==> config.mk <==
export PLATFORM = sky130hd
export DESIGN_NAME = spi_slave_flat
export DESIGN_NICKNAME = d
export VERILOG_FILES = /design/src/rtl/spi_pkg.sv /design/src/rtl/spi_slave_if.sv /design/src/rtl/spi_slave.sv /design/src/flat_wrapper.sv
export SDC_FILE = /design/constraint.sdc
export NUM_CORES = 1
export LEC_CHECK = 0
export ABC_AREA = 1
export BUFFER_PORTS_ARGS = -buffer_cell sky130_fd_sc_hd__buf_2
export CAP_MARGIN = 20
export CELL_PAD_IN_SITES_DETAIL_PLACEMENT = 1
export CELL_PAD_IN_SITES_GLOBAL_PLACEMENT = 2
export CORE_ASPECT_RATIO = 0.8
export CORE_UTILIZATION = 36
export CTS_BUF_LIST = sky130_fd_sc_hd__clkbuf_8
export DETAILED_ROUTE_END_ITERATION = 10
export PLACE_DENSITY_LB_ADDON = 0.1
export RECOVER_POWER = 25
export SLEW_MARGIN = 20
export SYNTH_ARGS = -nofsm -noshare
export SYNTH_HDL_FRONTEND = slang
export SYNTH_SLANG_ARGS = --single-unit
export TNS_END_PERCENT = 100
==> constraint.sdc <==
create_clock -name clk -period 1.7 [get_ports clk]
set_input_delay 0.085 -clock clk [delete_from_list [all_inputs] [get_ports clk]]
set_output_delay 0.085 -clock clk [all_outputs]
set_load 0.01 [all_outputs]
==> src/rtl/spi_pkg.sv <==
// Shared definitions for the SPI front end: state encoding, frame width and
// the two-bit command codes carried in the top bits of every frame.
package spi_pkg;

  localparam int SPI_DATA_W = 8;
  localparam int FRAME_W    = SPI_DATA_W + 2;

  typedef logic [2:0] state_t;

  localparam state_t IDLE      = 3'd0;
  localparam state_t CHK_CMD   = 3'd1;
  localparam state_t WRITE     = 3'd2;
  localparam state_t READ_ADD  = 3'd3;
  localparam state_t READ_DATA = 3'd4;

  typedef enum logic [1:0] {
    WR_ADDR = 2'b00,
    WR_DATA = 2'b01,
    RD_ADDR = 2'b10,
    RD_DATA = 2'b11
  } cmd_e;

  function automatic cmd_e frame_cmd(input logic [FRAME_W-1:0] frame);
    return cmd_e'(frame[FRAME_W-1 -: 2]);
  endfunction

endpackage

==> src/rtl/spi_slave_if.sv <==
// Serial pins plus the memory-side command/response port of the SPI slave.
interface spi_slave_if #(parameter int DATA_W = 8);

  logic              SS_n;
  logic              MOSI;
  logic              MISO;
  logic [DATA_W+1:0] rx_data;
  logic              rx_valid;
  logic [DATA_W-1:0] tx_data;
  logic              tx_valid;

  modport slave (
    input  SS_n, MOSI, tx_data, tx_valid,
    output MISO, rx_data, rx_valid
  );

  modport master (
    output SS_n, MOSI, tx_data, tx_valid,
    input  MISO, rx_data, rx_valid
  );

endinterface

==> src/rtl/spi_slave.sv <==
// SPI slave clocked by the system clock: assembles MOSI into command frames
// for the data memory and serialises the memory's read response onto MISO.
module spi_slave
  import spi_pkg::*;
#(
  parameter int DATA_W = SPI_DATA_W
) (
  input  logic       clk,
  input  logic       rst_n,
  spi_slave_if.slave bus
);

  localparam int FW    = DATA_W + 2;
  localparam int TXC_W = $clog2(DATA_W);
  localparam logic [3:0] LAST_BIT = 4'(FW - 2);
  localparam logic [3:0] DONE_CNT = 4'(FW - 1);
  localparam logic [TXC_W-1:0] TX_LAST = TXC_W'(DATA_W - 1);

  state_t            state;
  logic [3:0]        bit_cnt;
  logic [FW-2:0]     rx_shift;
  logic [FW-1:0]     rx_data_q;
  logic              rx_valid_q;
  logic              rd_addr_seen;
  logic [DATA_W-1:0] tx_shift;
  logic [TXC_W-1:0]  tx_cnt;
  logic              tx_busy;
  logic              tx_done;
  logic              miso_q;
  logic              frame_done;

  assign frame_done   = (bit_cnt == DONE_CNT);
  assign bus.MISO     = miso_q;
  assign bus.rx_data  = rx_data_q;
  assign bus.rx_valid = rx_valid_q;

  // Frames are assembled in rx_shift so an aborted frame never disturbs rx_data.
  always_ff @(posedge clk or negedge rst_n) begin
    if (!rst_n) begin
      state        <= IDLE;
      bit_cnt      <= '0;
      rx_shift     <= '0;
      rx_data_q    <= '0;
      rx_valid_q   <= 1'b0;
      rd_addr_seen <= 1'b0;
      tx_shift     <= '0;
      tx_cnt       <= '0;
      tx_busy      <= 1'b0;
      tx_done      <= 1'b0;
      miso_q       <= 1'b0;
    end else begin
      rx_valid_q <= 1'b0;
      if (state != IDLE && bus.SS_n) begin
        state    <= IDLE;
        bit_cnt  <= '0;
        rx_shift <= '0;
        tx_shift <= '0;
        tx_cnt   <= '0;
        tx_busy  <= 1'b0;
        tx_done  <= 1'b0;
        miso_q   <= 1'b0;
      end else begin
        case (state)
          IDLE: begin
            if (!bus.SS_n) state <= CHK_CMD;
          end
          CHK_CMD: begin
            rx_shift <= {rx_shift[FW-3:0], bus.MOSI};
            if (!bus.MOSI)        state <= WRITE;
            else if (rd_addr_seen) state <= READ_DATA;
            else                   state <= READ_ADD;
          end
          WRITE, READ_ADD, READ_DATA: begin
            if (!frame_done) begin
              rx_shift <= {rx_shift[FW-3:0], bus.MOSI};
              bit_cnt  <= bit_cnt + 4'd1;
              if (bit_cnt == LAST_BIT) begin
                rx_data_q  <= {rx_shift, bus.MOSI};
                rx_valid_q <= 1'b1;
                if (state == READ_ADD) rd_addr_seen <= 1'b1;
              end
            end else if (state == READ_DATA) begin
              // Only one response per read frame; later tx_valid pulses are ignored.
              if (tx_busy) begin
                miso_q   <= tx_shift[DATA_W-1];
                tx_shift <= {tx_shift[DATA_W-2:0], 1'b0};
                tx_cnt   <= tx_cnt + TXC_W'(1);
                if (tx_cnt == TX_LAST) begin
                  tx_busy      <= 1'b0;
                  tx_done      <= 1'b1;
                  rd_addr_seen <= 1'b0;
                end
              end else if (bus.tx_valid && !tx_done) begin
                miso_q   <= bus.tx_data[DATA_W-1];
                tx_shift <= {bus.tx_data[DATA_W-2:0], 1'b0};
                tx_cnt   <= TXC_W'(1);
                tx_busy  <= 1'b1;
              end else begin
                miso_q <= 1'b0;
              end
            end
          end
          default: state <= IDLE;
        endcase
      end
    end
  end

endmodule

==> src/flat_wrapper.sv <==
// flat-port wrapper written by rule: the top's interface ports become plain ports
module spi_slave_flat import spi_pkg::*;
#(
  parameter int DATA_W = SPI_DATA_W
)
  (clk, rst_n, bus_SS_n, bus_MOSI, bus_tx_data, bus_tx_valid, bus_MISO, bus_rx_data, bus_rx_valid);
  spi_slave_if #(.DATA_W(DATA_W)) bus_i ();
  input  logic clk;
  input  logic rst_n;
  input wire logic [$bits(bus_i.SS_n)-1:0] bus_SS_n;
  input wire logic [$bits(bus_i.MOSI)-1:0] bus_MOSI;
  input wire logic [$bits(bus_i.tx_data)-1:0] bus_tx_data;
  input wire logic [$bits(bus_i.tx_valid)-1:0] bus_tx_valid;
  output wire logic [$bits(bus_i.MISO)-1:0] bus_MISO;
  output wire logic [$bits(bus_i.rx_data)-1:0] bus_rx_data;
  output wire logic [$bits(bus_i.rx_valid)-1:0] bus_rx_valid;
  assign bus_i.SS_n = bus_SS_n;
  assign bus_i.MOSI = bus_MOSI;
  assign bus_i.tx_data = bus_tx_data;
  assign bus_i.tx_valid = bus_tx_valid;
  assign bus_MISO = bus_i.MISO;
  assign bus_rx_data = bus_i.rx_data;
  assign bus_rx_valid = bus_i.rx_valid;
  spi_slave #(.DATA_W(DATA_W)) u_core (.clk(clk), .rst_n(rst_n), .bus(bus_i));
endmodule
# Word level (Yosys, flattened, before mapping)
# Index checks and enable logic that the tools add are counted.
# W data, S select, Z words.
[classes]
muxes = 52
multipliers = 0
eq_ne = 14
n_lt_le_gt_ge = 0
n_div = 0
bitwise_logic = 2
shifts = 0
reduce_logical = 23
add_sub_neg = 2
[op_table]
columns = ["op", "n"]
rows = [
  ["$mux W8", 6],
  ["$mux W3", 10],
  ["$mux W1", 29],
  ["$mux W9", 2],
  ["$pmux W9 S2", 1],
  ["$reduce_bool A2 Y1", 7],
  ["$mux W4", 3],
  ["$pmux W3 S3", 1],
  ["$reduce_bool A3 Y1", 3],
  ["$eq A4 B4 Y1 const B", 2],
  ["$reduce_and A4 Y1", 2],
  ["$reduce_and A7 Y1", 1],
  ["$eq A3 B2 Y1 const B", 2],
  ["$eq A3 B3 Y1 const B", 2],
  ["$ne A2 B2 Y1 const B", 3],
  ["$reduce_and A2 Y1", 3],
  ["$reduce_and A5 Y1", 1],
  ["$add A4 B1 Y4 const B", 1],
  ["$ne A2 B1 Y1 const B", 2],
  ["$add A3 B1 Y3 const B", 1],
  ["$eq A3 B1 Y1 const B", 1],
  ["$logic_not A3 Y1", 1],
  ["$ne A3 B2 Y1 const B", 1],
  ["$ne A3 B3 Y1 const B", 1],
  ["5 further kinds", 7],
]
[word_totals]
input_bits = 13
mem_bits_rw = 0
n_memories = 0
mem_bits_ro = 0
register_bits = 42
output_inout_bits = 12
latchBits = 0

# Depth between registers and ports, before layout
# Gate-level depths: netlist of run 1.
[depth]
depth_word = 8
ltp_mapped = 9
depth_no_buf = 9

# Worst setup path after synthesis of run 1
# Ideal clock, no wire load.
[synth_path]
kind = "reg2reg"
from = "register u_core.bit_cnt[0]"
to = "register u_core.rx_data_q[0], in the netlist u_core.bus.rx_data[0]"
path_stages_with_launch = 9
n_path_buf = 1
t_required_ps = 1584
slack_ps = 311
setup_time_ps = 116
arrival_time_ps = 1273
path_cell_list = "dfrtp_1 > ha_1 > nand3_4 > inv_2 > nor2_2 > nand2_2 > buf_6 > nand2_2 > nand2_1"
[synth_between]
elab_chain_len = 3
elab_cells_between_ends = 4
classes_between = "2 x eq/ne; 1 x bitwise; 1 x reduce/logical"
[synth_rtl]
columns = ["item", "line_no", "rtl"]
rows = [
  ["from (decl)", "spi_slave.sv:20", "logic [3:0] bit_cnt;"],
  ["from (signal assigned)", "spi_slave.sv:76", "bit_cnt <= bit_cnt + 4'd1;"],
  ["$eq A4 B4 Y1", "spi_slave.sv:32", "assign frame_done = (bit_cnt == DONE_CNT);"],
  ["$not A1 Y1 (no source line)", "--", ""],
  ["$reduce_and A4 Y1 (no source line) *", "--", ""],
  ["to (signal assigned)", "spi_slave.sv:78", "rx_data_q <= {rx_shift, bus.MOSI};"],
  ["to (decl)", "spi_slave.sv:22", "logic [FW-1:0] rx_data_q;"],
]
# Every way passes the cells marked *; elsewhere a longest branch is shown, timed or not.
# A chain may end at the register's enable or synchronous reset.

# Final worst setup path of run 1
[layout_path]
from = "register u_core.bit_cnt[0]"
to = "register u_core.rx_data_q[4], in the netlist u_core.bus.rx_data[4]"
# Same word-level chain as after synthesis.

==> results of run 1 <==
critical path, cell delays in order, from the launching register on:
cell and delay, ps:
dfrtp_1 450, ha_1 260, nand3_4 150, inv_2 80, nor2_2 190, buf_6 180
nand3_1 120, nand2_1 80
how the worst min path moves through the flow:
stage | startpoint | to | depth (start not counted)
floorplan | rst_n | u_core.bit_cnt[0] | 0
global placement | rst_n | u_core.tx_shift[5] | 1
detailed placement | rst_n | u_core.tx_shift[4] | 1
CTS | bus_SS_n | u_core.state[0] | 2
global route | bus_SS_n | u_core.state[0] | 2
finish | bus_SS_n | u_core.state[0] | 2
what timing repair did:
action / in CTS / in global routing
buffers inserted: 0 / 2
endpoints found under the hold margin: 18 / 0
endpoints found under the setup margin: 0 / 7
gates resized for setup: 0 / 2
hold buffers: 1 / 0
layer usage:
layer / vias to the layer above / global-route usage / share of wire
met3: 7 / 0.03542 / 0.030
met5: - / 0 / 0
met2: 24 / 0.2374 / 0.41
li1: 924 / - / -
met4: 0 / 0.06452 / 0.014
met1: 822 / 0.2549 / 0.55
through the flow:
stage          std cells  total power, mW  hold WS, ps    util
4_1_cts              385            3.348        41.88  0.4381
6_report             387            3.335        51.82  0.4415
5_1_grt              387            3.551        60.40  0.4415
3_3_place_gp         376            2.361        56.96  0.4134
3_5_place_dp         376            2.375        54.56  0.4134
2_1_floorplan        271            2.155       -210.6       -
Yosys cell counts (all sizes together):
| master | count |
|---|---|
| buf | 8 |
| dfrtp | 41 |
| a31oi | 1 |
| nand4 | 15 |
| nand3 | 31 |
| o21ai | 5 |
| inv | 31 |
| o211ai | 1 |
| ha | 5 |
| xor2 | 1 |
| nand2 | 112 |
| clkbuf | 1 |
| nor2 | 17 |
| a21oi | 2 |
state kept, by name, indices dropped and copies added, names as in the netlist:
name,flops
u_core.tx_done,1
u_core.tx_cnt,3
u_core.rd_addr_seen,1
u_core.bus.rx_data,10
u_core.bus.MISO,1
u_core.tx_busy,1
u_core.rx_shift,9
u_core.tx_shift,7
u_core.bus.rx_valid,1
u_core.bit_cnt,4
u_core.state,3
where the power goes:
group,total (mW),internal [mW],leakage [nW],switching [mW]
Clock,0.958,0.591,0.0687,0.367
Combinational,1.10,0.379,0.851,0.725
Sequential,1.27,1.11,0.564,0.163
Total,3.33,2.08,1.48,1.25
kinds of logic after synthesis:
family / Yosys count / synth area share
and+or+nand+nor: 175 / 0.3949
DFF: 41 / 0.4535
buffers and inverters: 40 / 0.08849
AOI/OAI and AO/OA: 9 / 0.03153
adders and majority gates: 5 / 0.02765
xor gates and xnor gates: 1 / 0.003872
area by class of cell:
cell class | count | area, um2 | share of cell area
Inverter | 31 | 118.9 | 0.04507
Clock inverter | 3 | 68.82 | 0.02609
Sequential cell | 41 | 1026 | 0.3890
Timing Repair Buffer | 36 | 212.7 | 0.08065
Tap cell | 81 | 101.3 | 0.03842
Clock buffer | 5 | 68.82 | 0.02609
Multi-Input combinational cell | 190 | 1041 | 0.3947
==> results_dict.tcl, run 1 <==
set metrics [dict create \
    ios 25 \
    grtUsageTotal 0.1697 \
    die_y_um 72.90 \
    critPathMaxFanout 11 \
    crit_path_start_kind "flip-flop" \
    clk_latency_ps 300 \
    cp-startpoint "u_core.bit_cnt[0]" \
    dieArea_mm2 0.006607 \
    ys_seq_elements 41 \
    finClkSkew_ps 13.13 \
    grt_first_pass_wirelength_um 8631 \
    power_density_mw_per_mm2 1264 \
    setup_ws_ps 140.7 \
    cts_tree "yes" \
    cts_root_buf "clkbuf_8" \
    first_pass_iters 4 \
    synth_area_leaders "dfrtp_1 (45%), nand2_1 (14%), nand3_1 (6.2%)" \
    synth_cells 271 \
    layout_commonest_cell "nand2_1" \
    place.gp.congestion 0.7731 \
    cts_buffers 5 \
    synth_seq_area_share 0.4535 \
    drtIter0Drc 46 \
    ys_warn_count 0 \
    vias 1777 \
    drc 0 \
    wl_per_cell_um 13.11 \
    layout.nets 323 \
    cp.required_ps 1950 \
    fin_setup_tns_ps 0 \
    hold_viol 0 \
    min_period_ps 1559 \
    crit_type "flip-flop to flip-flop" \
    port_buffers 24 \
    status "finished clean" \
    grt_max_degree 21 \
    gr-total-overflow 0 \
    fin_crit_sh 0.9172 \
    fillerInstances 719 \
    synth_top_area_frac 0.4535 \
    crit_end "u_core.bus.rx_data[4]" \
    synth.distinct_cells 26 \
    end_kind "flip-flop" \
    cap_violations 0 \
    syn_area_per_cell_um2 8.347 \
    die_w_um 90.63 \
    via_per_inst 4.592 \
    cts.reportedPaths.clkPinSlew_ps 90 \
    clock-sinks 41 \
    max_freq_mhz 641.3 \
    hp-class "input pin to flip-flop" \
    row_count 25 \
    clock_path_buffers 2 \
    final_layout_size_suffix_gt1_frac 0.2647 \
    core_mm2 0.005974 \
    yosysTopAreaCell "dfrtp_1" \
    dp_slack_ps 110.2 \
    antenna_cells 0 \
    syn_nets 289 \
    worst_pin_slew_ps 1049 \
    routed_wl_um 5072 \
    leakage_nw 1.485 \
    detailed_place.area_mm2 0.002470 \
    hpwlAfterDp_um 3687 \
    htreeDepth 2 \
    r2r_slack_ps 140 \
    start_util 0.3786 \
    area_delta_synth_final_pct 16.59 \
    rsz0062_at_grt "no" \
    reg2regPathDepth 7 \
    grt_pass1_vias 1743 \
    design_area_mm2 0.002638 \
    ant_nets 0 \
    mostFrequentLayoutCells "nand2_1 (87), dfrtp_1 (41), nand3_1 (28), inv_1 (25), buf_2 (23)" \
    relSlewSlack 0.3006 \
    antenna_found_initial 0 \
    timing.rr.start "u_core.bit_cnt[0]" \
    netlist_area_mm2 0.002262 \
    r2r-end "u_core.bus.rx_data[4]" \
    peakVddDrop_mv 0.6065 \
    arrival_ps 1810 \
    finalSetupViolCount 0 \
    finalMaxSlewViolations 0 \
]
No activity file was read; power rests on OpenSTA's default activity.
==> run 2: changes to the inputs <==
--- a/config.mk
+++ b/config.mk
@@ -5,13 +5,12 @@
 export SDC_FILE = /design/constraint.sdc
 export NUM_CORES = 1
 export LEC_CHECK = 0
-export ABC_AREA = 1
 export BUFFER_PORTS_ARGS = -buffer_cell sky130_fd_sc_hd__buf_2
 export CAP_MARGIN = 20
 export CELL_PAD_IN_SITES_DETAIL_PLACEMENT = 1
 export CELL_PAD_IN_SITES_GLOBAL_PLACEMENT = 2
 export CORE_ASPECT_RATIO = 0.8
-export CORE_UTILIZATION = 36
+export CORE_UTILIZATION = 40
 export CTS_BUF_LIST = sky130_fd_sc_hd__clkbuf_8
 export DETAILED_ROUTE_END_ITERATION = 10
 export PLACE_DENSITY_LB_ADDON = 0.1
==> results_dict.tcl, run 2 <==
set metrics [dict create \
    power_density_mw_per_mm2 963.7 \
    routed_wl_um 5852 \
    first_pass_iters 4 \
    layout_commonest_cell "dfrtp_1" \
    mostFrequentLayoutCells "dfrtp_1 (41), buf_4 (35), buf_2 (23), mux2_4 (21), nand2_1 (14)" \
    place.gp.congestion 0.7330 \
    clk_latency_ps 300 \
    finalSetupViolCount 28 \
    core_mm2 0.004762 \
    crit_path_start_kind "flip-flop" \
    clock-sinks 41 \
    synth_cells 179 \
    ant_nets 0 \
    finalMaxSlewViolations 0 \
    synth.distinct_cells 41 \
    area_delta_synth_final_pct 37.31 \
    synth.most_common_cell "dfrtp_1" \
    via_per_inst 5.344 \
    yosysTopAreaCell "dfrtp_1" \
    dieArea_mm2 0.005432 \
    dp.cells 284 \
    rsz0062_at_grt "yes" \
    drtIter0Drc 31 \
    ios 25 \
    ys_warn_count 0 \
    gr-total-overflow 0 \
    die_y_um 66.12 \
    crit_type "flip-flop to flip-flop" \
    setup_ws_ps -222.8 \
    start_util 0.4317 \
    syn_nets 197 \
    cap_violations 0 \
    hold_viol 0 \
    synth_area_leaders "dfrtp_1 (50%), mux2_2 (7.1%), mux2i_1 (6.3%)" \
    synth_seq_area_share 0.4991 \
    instances_no_fill 308 \
    ys.flop_type "dfrtp_1" \
    drc 0 \
    status "finished, violations left" \
    antenna_cells 0 \
    grt_first_pass_wirelength_um 9729 \
    violations "negative setup slack" \
    worst_pin_slew_ps 826.2 \
    fin_crit_sh 1.131 \
    netlist_area_mm2 0.002056 \
    fin_setup_tns_ps -3576 \
    async_flop_share 1.000 \
    vias 1646 \
    finClkSkew_ps 10.09 \
    cts_root_buf "clkbuf_8" \
    hp-class "input pin to flip-flop" \
    htreeDepth 2 \
    cts_buffers 5 \
    row_count 22 \
    min_period_ps 1923 \
    synth_top_area_frac 0.4991 \
    grt_max_degree 17 \
    grtUsageTotal 0.2516 \
    critPathMaxFanout 6 \
    largest_register_ffs 10 \
    clock_path_buffers 2 \
    synth_edf_count 0 \
    hpwlAfterDp_um 3512 \
    cts.reportedPaths.clkPinSlew_ps 80 \
    cp.required_ps 1880 \
    max_freq_mhz 520.1 \
    end_kind "flip-flop" \
    antenna_found_initial 0 \
    fin_total_pwr_mw 2.720 \
    leakage_nw 1.394 \
    ys_seq_elements 41 \
    die_w_um 82.15 \
    port_buffers 24 \
    synth_common_cells "dfrtp_1 (41), nand2_1 (15), nor2_1 (14)" \
    grt_pass1_vias 1827 \
    final_layout_size_suffix_gt1_frac 0.4516 \
    peakVddDrop_mv 0.6005 \
    wl_per_cell_um 19.00 \
    syn_area_per_cell_um2 11.48 \
    fin_util 0.5927 \
    cts_tree "yes" \
    relSlewSlack 0.4492 \
    arrival_ps 2100 \
    layout.nets 265 \
]
## run 2: changes by cell type after synthesis, moves of 4 or more
| cell | change |
|---|---|
| nand2_2 | -20 |
| nand4_1 | -12 |
| mux2_2 | +13 |
| a21oi_1 | +4 |
| nand3_1 | -23 |
| mux2i_1 | +13 |
| mux2_4 | +8 |
| nand2_1 | -72 |
| inv_2 | -5 |
| inv_1 | -14 |
## run 2: layout make-up
type                    count  area [um2]
clock buffers               6       82.58
clock inverters             2       33.78
fillers                   513        1939
inverters                  11       41.29
multi-input cells         118        1049
flip-flops and latches     41        1026
well taps                  60       75.07
repair buffers             70       515.5
## run 2: routing by layer
metal | GRT usage | vias up | part of all wire
met3 | 0.04552 | 11 | 0.027
met2 | 0.4122 | 32 | 0.51
met5 | 0 | - | 0
met1 | 0.3217 | 842 | 0.44
li1 | - | 761 | -
met4 | 0.1118 | 0 | 0.020
## run 2: critical path, cell delays in order (launching register included)
cell and delay [ps]:
dfrtp_1 410, or3b_4 400, a211oi_4 270, and4b_2 410
mux2_4 320
## run 2: cells by family after synthesis
family	Yosys count	synth area share
AOI/OAI and AO/OA	26	0.09130
adders and majority gates	5	0.03043
buffers and inverters	21	0.05721
DFF	41	0.4991
muxes	34	0.1929
and+or+nand+nor	52	0.1290
## run 2: final timing paths
kind	slack [ps]	cells past startpoint	to	startpoint
setup / recovery	-220	4	u_core.bus.rx_data[2]	u_core.state[1]
hold / removal	70	3	u_core.rx_shift[0]	bus_MOSI
setup reg to reg	-220	4	u_core.bus.rx_data[2]	u_core.state[1]
hold reg to reg	480	2	u_core.tx_done	u_core.tx_done
max in group asynchronous	450	3	u_core.bit_cnt[1]	rst_n
min in group asynchronous	390	2	u_core.tx_shift[6]	rst_n
## run 2: timing repair
item,in CTS,in global routing
setup buffers,13,4
hold buffers,1,0
cloned,2,0
pin swaps,6,6
gates resized for setup,27,5
hold endpoints to repair,14,0
setup endpoints to repair,30,30
## run 2: per-stage QoR
step / worst slack, ps / cell area (um2) / hold WS (ps)
finish: -222.8 / 2823 / 71.69
CTS: -211.6 / 2821 / 69.81
global route: -262.4 / 2823 / 73.39
floorplan: -220.4 / 2090 / -210.6
detailed placement: -260.4 / 2450 / 12.10
global placement: -181.7 / 2450 / -2.643
## run 2: where the power goes
part           switching, mW  internal (mW)  total [mW]
Combinational          0.297          0.365       0.662
Sequential             0.102           1.12        1.22
Clock                  0.361          0.473       0.834
